===== src/rtl/rptr_empty_ctrl.sv =====
// Read-domain pointer and empty controller for the async FIFO: binary/Gray read pointers,
// registered empty and almost-empty flags, read count, underflow flag and read-data-valid strobe.
module rptr_empty_ctrl #(
   parameter int unsigned ADDRESS_WIDTH = 4,
   parameter int unsigned DEPTH         = 16,
   parameter int unsigned SOFT_RESET    = 3,
   parameter int unsigned STICKY_ERROR  = 0,
   parameter int unsigned PIPE_READ     = 0,
   parameter int unsigned AEMPTY_LVL    = 2
) (
   input  logic                     rclk,
   input  logic                     hw_rst,
   input  logic                     sw_rst,
   input  logic                     rinc,
   input  logic [ADDRESS_WIDTH:0]   rq2_wptr,
   output logic [ADDRESS_WIDTH-1:0] raddr,
   output logic [ADDRESS_WIDTH:0]   rptr,
   output logic                     rempty,
   output logic                     raempty,
   output logic [ADDRESS_WIDTH:0]   rd_count,
   output logic                     rd_underflow,
   output logic                     rd_valid
);

   localparam int unsigned   PW         = ADDRESS_WIDTH + 1;
   localparam logic [PW-1:0] AEMPTY_THR = PW'(AEMPTY_LVL);
   localparam logic          SOFT_EN    = (SOFT_RESET == 1) || (SOFT_RESET == 3);

   if (DEPTH != (32'd1 << ADDRESS_WIDTH)) begin : g_depth_chk
      $error("rptr_empty_ctrl: DEPTH must equal 2**ADDRESS_WIDTH");
   end

   logic [PW-1:0] r_rbin;
   logic [PW-1:0] r_rptr;
   logic          r_rempty;
   logic          r_raempty;
   logic [PW-1:0] r_rd_count;
   logic          r_rd_underflow;
   logic          r_rd_valid;
   logic          r_rinc_r;

   logic          w_sw_rst;
   logic          w_req;
   logic          w_accept;
   logic          w_err;
   logic [PW-1:0] w_rbin_nxt;
   logic [PW-1:0] w_rgray_nxt;
   logic [PW-1:0] w_wbin_s;
   logic [PW-1:0] w_level;
   logic          w_empty_nxt;

   assign w_sw_rst    = sw_rst & SOFT_EN;
   assign w_req       = (PIPE_READ != 0) ? r_rinc_r : rinc;
   assign w_accept    = w_req & ~r_rempty;
   assign w_err       = w_req & r_rempty;
   assign w_rbin_nxt  = r_rbin + PW'(w_accept);
   assign w_rgray_nxt = (w_rbin_nxt >> 1) ^ w_rbin_nxt;
   assign w_empty_nxt = (w_rgray_nxt == rq2_wptr);

   // Gray-to-binary of the synchronized write pointer: bit i is the XOR of bits i and above
   always_comb begin
      w_wbin_s = '0;
      for (int i = 0; i < int'(PW); i++) begin
         w_wbin_s[i] = ^(rq2_wptr >> i);
      end
   end

   assign w_level = w_wbin_s - w_rbin_nxt;

   always_ff @(posedge rclk or posedge hw_rst) begin
      if (hw_rst) begin
         r_rbin         <= '0;
         r_rptr         <= '0;
         r_rempty       <= 1'b1;
         r_raempty      <= 1'b1;
         r_rd_count     <= '0;
         r_rd_underflow <= 1'b0;
         r_rd_valid     <= 1'b0;
         r_rinc_r       <= 1'b0;
      end else if (w_sw_rst) begin
         r_rbin         <= '0;
         r_rptr         <= '0;
         r_rempty       <= 1'b1;
         r_raempty      <= 1'b1;
         r_rd_count     <= '0;
         r_rd_underflow <= 1'b0;
         r_rd_valid     <= 1'b0;
         r_rinc_r       <= 1'b0;
      end else begin
         r_rinc_r       <= rinc;
         r_rbin         <= w_rbin_nxt;
         r_rptr         <= w_rgray_nxt;
         r_rempty       <= w_empty_nxt;
         // empty forces almost-empty even if the level arithmetic disagreed
         r_raempty      <= w_empty_nxt | (w_level <= AEMPTY_THR);
         r_rd_count     <= r_rd_count + PW'(w_accept);
         r_rd_valid     <= w_accept;
         r_rd_underflow <= (STICKY_ERROR != 0) ? (r_rd_underflow | w_err) : w_err;
      end
   end

   assign raddr        = r_rbin[ADDRESS_WIDTH-1:0];
   assign rptr         = r_rptr;
   assign rempty       = r_rempty;
   assign raempty      = r_raempty;
   assign rd_count     = r_rd_count;
   assign rd_underflow = r_rd_underflow;
   assign rd_valid     = r_rd_valid;

endmodule


===== config.mk =====
export PLATFORM = sky130hd
export DESIGN_NAME = rptr_empty_ctrl
export DESIGN_NICKNAME = d
export VERILOG_FILES = /design/src/rtl/rptr_empty_ctrl.sv
export SDC_FILE = /design/constraint.sdc
export NUM_CORES = 1
export LEC_CHECK = 0
export ABC_AREA = 1
export ABC_CLOCK_PERIOD_IN_PS = 2750
export BUFFER_PORTS_ARGS = -buffer_cell sky130_fd_sc_hd__buf_4
export CORE_MARGIN = 2
export CORE_UTILIZATION = 50
export DETAILED_ROUTE_END_ITERATION = 7
export HOLD_SLACK_MARGIN = 0.02
export MAX_ROUTING_LAYER = met4
export PLACE_DENSITY = 0.81
export SLEW_MARGIN = 40
export SYNTH_ARGS = -nofsm -noshare
export SYNTH_HDL_FRONTEND = slang
export SYNTH_SLANG_ARGS = --single-unit

===== constraint.sdc =====
create_clock -name rclk -period 2.75 [get_ports rclk]
set_input_delay 0 -clock rclk [delete_from_list [all_inputs] [get_ports rclk]]
set_output_delay 0 -clock rclk [all_outputs]
set_load 0.01 [all_outputs]

### After elaboration in Yosys (flattened, before gate mapping)

Index checks and enable logic that the tools add are counted.

| operators by class | value |
|---|---|
| bitwise gates (word level) | 5 |
| $lt $le $gt $ge | 1 |
| $add $sub $neg | 3 |
| equal/unequal tests | 1 |
| muxes and demuxes | 7 |
| reductions and logical operators | 5 |

Operators with widths:

| operator | count |
|---|---|
| parity 5 bit | 5 |
| two-way mux 5 bit | 3 |
| adder 5 x 1 -> 5 bit | 2 |
| equality test 5 bit | 1 |
| less-or-equal comparator 5 x 2 -> 1 bit, second input constant | 1 |
| subtractor 5 bit | 1 |
| bitwise XOR 4 x 5 -> 5 bit | 1 |
| two-way mux 1 bit | 4 |
| AND 1 bit | 2 |
| NOT 1 bit | 1 |
| bitwise OR 1 bit | 1 |

| storage, ports and cells | value |
|---|---|
| output and inout bits | 18 |
| bits in registers | 19 |
| logic and storage cells | 29 |

### Longest topological paths before layout

| logic depth | value |
|---|---|
| word-level depth | 7 |
| gate-level depth with buffers | 16 |
| mapped depth without buffers | 16 |

### Worst setup path after synthesis

Ideal clock, no wire load.

| path | value |
|---|---|
| path type | reg2reg |
| start | register r_rempty (netlist: rempty) |
| end | register r_raempty (netlist: raempty) |
| path buffers | 0 |
| period minus slack after synthesis | 2103 ps |
| path slack | 647 ps |
| cell stages (with the launch flop) | 11 |
| arrival | 2019 ps |
| data required time | 2666 ps |
| library setup time | 84 ps |
| cells stage by stage | dfstp_2 > inv_1 > nand3_2 > inv_1 > ha_1 > fa_1 > or2_2 > nand2_1 > nor2_1 > nand3_1 > nand3_1 |

| between the ends | value |
|---|---|
| cells in the longest elaborated chain, start to end | 7 |
| elaborated cells between the ends (all ways) | 9 |

RTL lines:

| item | line | text |
|---|---|---|
| from (decl) | 35 | `logic r_rempty;` |
| from (signal assigned) | 93 | `r_rempty <= w_empty_nxt;` |
| NOT 1 bit (*) | 54 | `assign w_accept = w_req & ~r_rempty;` |
| AND 1 bit (*) | 54 |  |
| adder 5 x 1 -> 5 bit (*) | 56 | `assign w_rbin_nxt = r_rbin + PW'(w_accept);` |
| subtractor 5 bit / bitwise XOR 4 x 5 -> 5 bit (equally long branches) | 68, 57 |  |
| less-or-equal comparator 5 x 2 -> 1 bit / equality test 5 bit (equally long branches) | 95, 58 |  |
| bitwise OR 1 bit (*) | 95 | `r_raempty <= w_empty_nxt \| (w_level <= AEMPTY_THR);` |
| two-way mux 1 bit (*) | 80 | `end else if (w_sw_rst) begin` |
| to (signal assigned) | 95 |  |
| to (decl) | 36 | `logic r_raempty;` |

Mark *: on every way between the ends. The rest lies on a longest branch, timed or not.

### Worst setup path after layout

Ends and elaborated chain as after synthesis.

==> out/results.ini <==
[global_routing]
grt_pass1_vias=1058
grt_antenna_before_repair=0
globalRoute.totalOverflow=0
grt_start_max_net_pins=19
grt_pass1_wl_um=4170
grtUsageTotal_pct=21.5

[routing]
detail-route-antenna-nets=0
dr_total_vias=1129
avgRoutedWirePerCell_um=11.1
route.final.wire_length_um=2470
post_drt_via_cell_ratio=5.09
drt-initial-drc-count=31
detail_route.drc_violations=0
drt_pre_antenna_iters=4

[worst_hold_path]
worstHoldPathType=input port to flop

[clock_tree]
cts_hold_repair.buffers=4
cts_resized=0
clockRootBuffer=sky130_fd_sc_hd__clkbuf_4
cts-buffers-inserted=3
cts_tree=yes
clock_sink_count=18
clkTransAtPathRegs_ps=90
worstSkewPairLatency_ps=300
htreeDepth=1
post_cts_buffers=0
clock_tree.buffer_depth=2

[placement]
place_congestion=0.904
dp_hpwl_um=1990
place.port_buffers=26

[synth]
syn_area_um2=1140
ys_seq_area_share_pct=39.8
synth_area_per_cell_um2=7.06
mappedNetlistNets=177
synth_cells=161
synth.lib_cells_used.distinct=18
synthesis.yosys.warnings=0
synth.ff_latch_count=18

[critical_path]
crit_required_ps=2970
end_kind=flop
worst-path-max-fanout=5
worst-endpoint-arrival_ps=2420
timing.setup.critical_path_class=flop to flop
cp-start-kind=flop

[pwr]
power_frac_comb_pct=24.6
leakage_power_of_the_design_nw=0.828
pwr-share-seq_pct=50.6
p_sw_mw=0.163
p_int_mw=0.392
netSwitchingFraction_pct=29.4
vdd_ir_drop_max_v=0.000214
power_frac_clock_pct=24.7
powerDensity_nw_per_um2=388
finalPower_mw=0.555

[sta]
aggregate_negative_setup_slack_ps=0
slew_headroom_pct=55.9
rsz0062_at_grt=no
final_max_slew_viol_count=0
worst_pin_slew_ps=661
timing.final.hold_violations=0
finalSetupViolations=0
period_needed_ps=2200
final.setup_skew_ps=5.69
max_freq_mhz=455
period_share_pct=80.0

[job]
max_cap_violations=0

[floorplanning]
chipHeight_um=51.7
core.rowCount=17
chipWidth_um=51.7
initial_utilization_pct=51.9
ioPinCount=27
dieArea_um2=2670
floorplan.core_area_um2=2190

[outcome]
outcome=completed

[final_layout]
share_of_cells_above_drive_strength_1_pct=19.1
mostFrequentLayoutCell=sky130_fd_sc_hd__nand2_1
most_frequent_cells_in_the_layout=sky130_fd_sc_hd__nand2_1 (48), sky130_fd_sc_hd__inv_1 (26), sky130_fd_sc_hd__buf_4 (26)
num_antenna_cells=0
synthToLayoutAreaGrowth_pct=25.7
final_net_count=211
num-fill-cells=189

[critical path: stages, from the launching register on]
cell and delay [ps]:
sky130_fd_sc_hd__dfstp_2 550, sky130_fd_sc_hd__inv_1 50, sky130_fd_sc_hd__nand3_2 110, sky130_fd_sc_hd__inv_1 60, sky130_fd_sc_hd__ha_1 350, sky130_fd_sc_hd__fa_1 480
sky130_fd_sc_hd__or2_2 280, sky130_fd_sc_hd__nand2_1 70, sky130_fd_sc_hd__nor2_1 40, sky130_fd_sc_hd__nand3_1 60, sky130_fd_sc_hd__nand3_1 80
[sequential cells by signal, summed over array words and instances, names as in the netlist]
register	cells
r_rbin	5
rd_count	5
rptr	4
raempty	1
rd_underflow	1
rd_valid	1
rempty	1
[metrics by stage]
stage	cells	hold slack (ps)	setup slack, ps	util [%]	cell area (um2)
finish	222	117	550	65.3	1430
global route	222	154	328	65.3	1430
CTS	222	120	560	65.3	1430
detailed placement	214	137	470	62.3	1360
global placement	214	124	636	62.3	1360
floorplan	161	-62.9	647	-	1140
[layout make-up]
type / instances / area, um2 / area share (%)
Inverter: 26 / 97.6 / 6.82
Tap cell: 28 / 35.0 / 2.45
Sequential cell: 18 / 453 / 31.7
Timing Repair Buffer: 30 / 235 / 16.4
Multi-Input combinational cell: 116 / 583 / 40.8
Clock buffer: 4 / 26.3 / 1.84
[cell families (layout without fill, tap and decap cells)]
group | count (synthesis) | in the layout | share of synthesized area (%)
adders and majority gates | 7 | 7 | 8.36
xor gates and xnor gates | 4 | 4 | 3.08
DFF | 18 | 18 | 39.8
and+or+nand+nor | 95 | 95 | 35.1
AOI/OAI and AO/OA | 10 | 10 | 4.73
buffers and inverters | 27 | 60 | 8.91
[power by group through the flow]
stage          Combinational [mW]  Sequential [mW]  Clock, mW
3_5_place_dp                0.132            0.286          0
3_3_place_gp                0.126            0.286          0
2_1_floorplan              0.0805            0.291          0
5_1_grt                     0.158            0.282      0.145
4_1_cts                     0.137            0.281      0.137
6_report                    0.137            0.281      0.137
[metal layers]
layer	vias to the layer above	part of all wire, %	GRT usage [%]
met4	0	2.1	12.7
met3	4	4.0	1.15
met5	-	0	-
met1	531	41	22.7
met2	32	53	39.5
li1	562	-	-
[final timing paths]
kind,slack [ps],startpoint,to,cells after the start
worst max-delay path,550,rempty,raempty,10
worst min-delay path,120,rq2_wptr[2],rempty,5
worst max register to register,550,rempty,raempty,10
worst min register to register,540,rd_count[2],rd_count[2],1
max in group asynchronous,1980,hw_rst,rd_count[2],3
min in group asynchronous,340,hw_rst,rptr[2],3
[synth_stat cells, drive strengths merged]
library cell  count  area share, %
inv              26            8.6
dfrtp            16             35
nand2            51             17
nand3            21            9.7
or2               1           0.55
ha                6            6.6
a21oi             5            2.2
o21ai             5            2.5
fa                1            1.8
nor3              1           0.44
nor2             21            6.9
xnor2             1           0.77
clkbuf            1           0.33
xor2              3            2.3
dfstp             2            4.6
(Power assumes the default switching activity.)
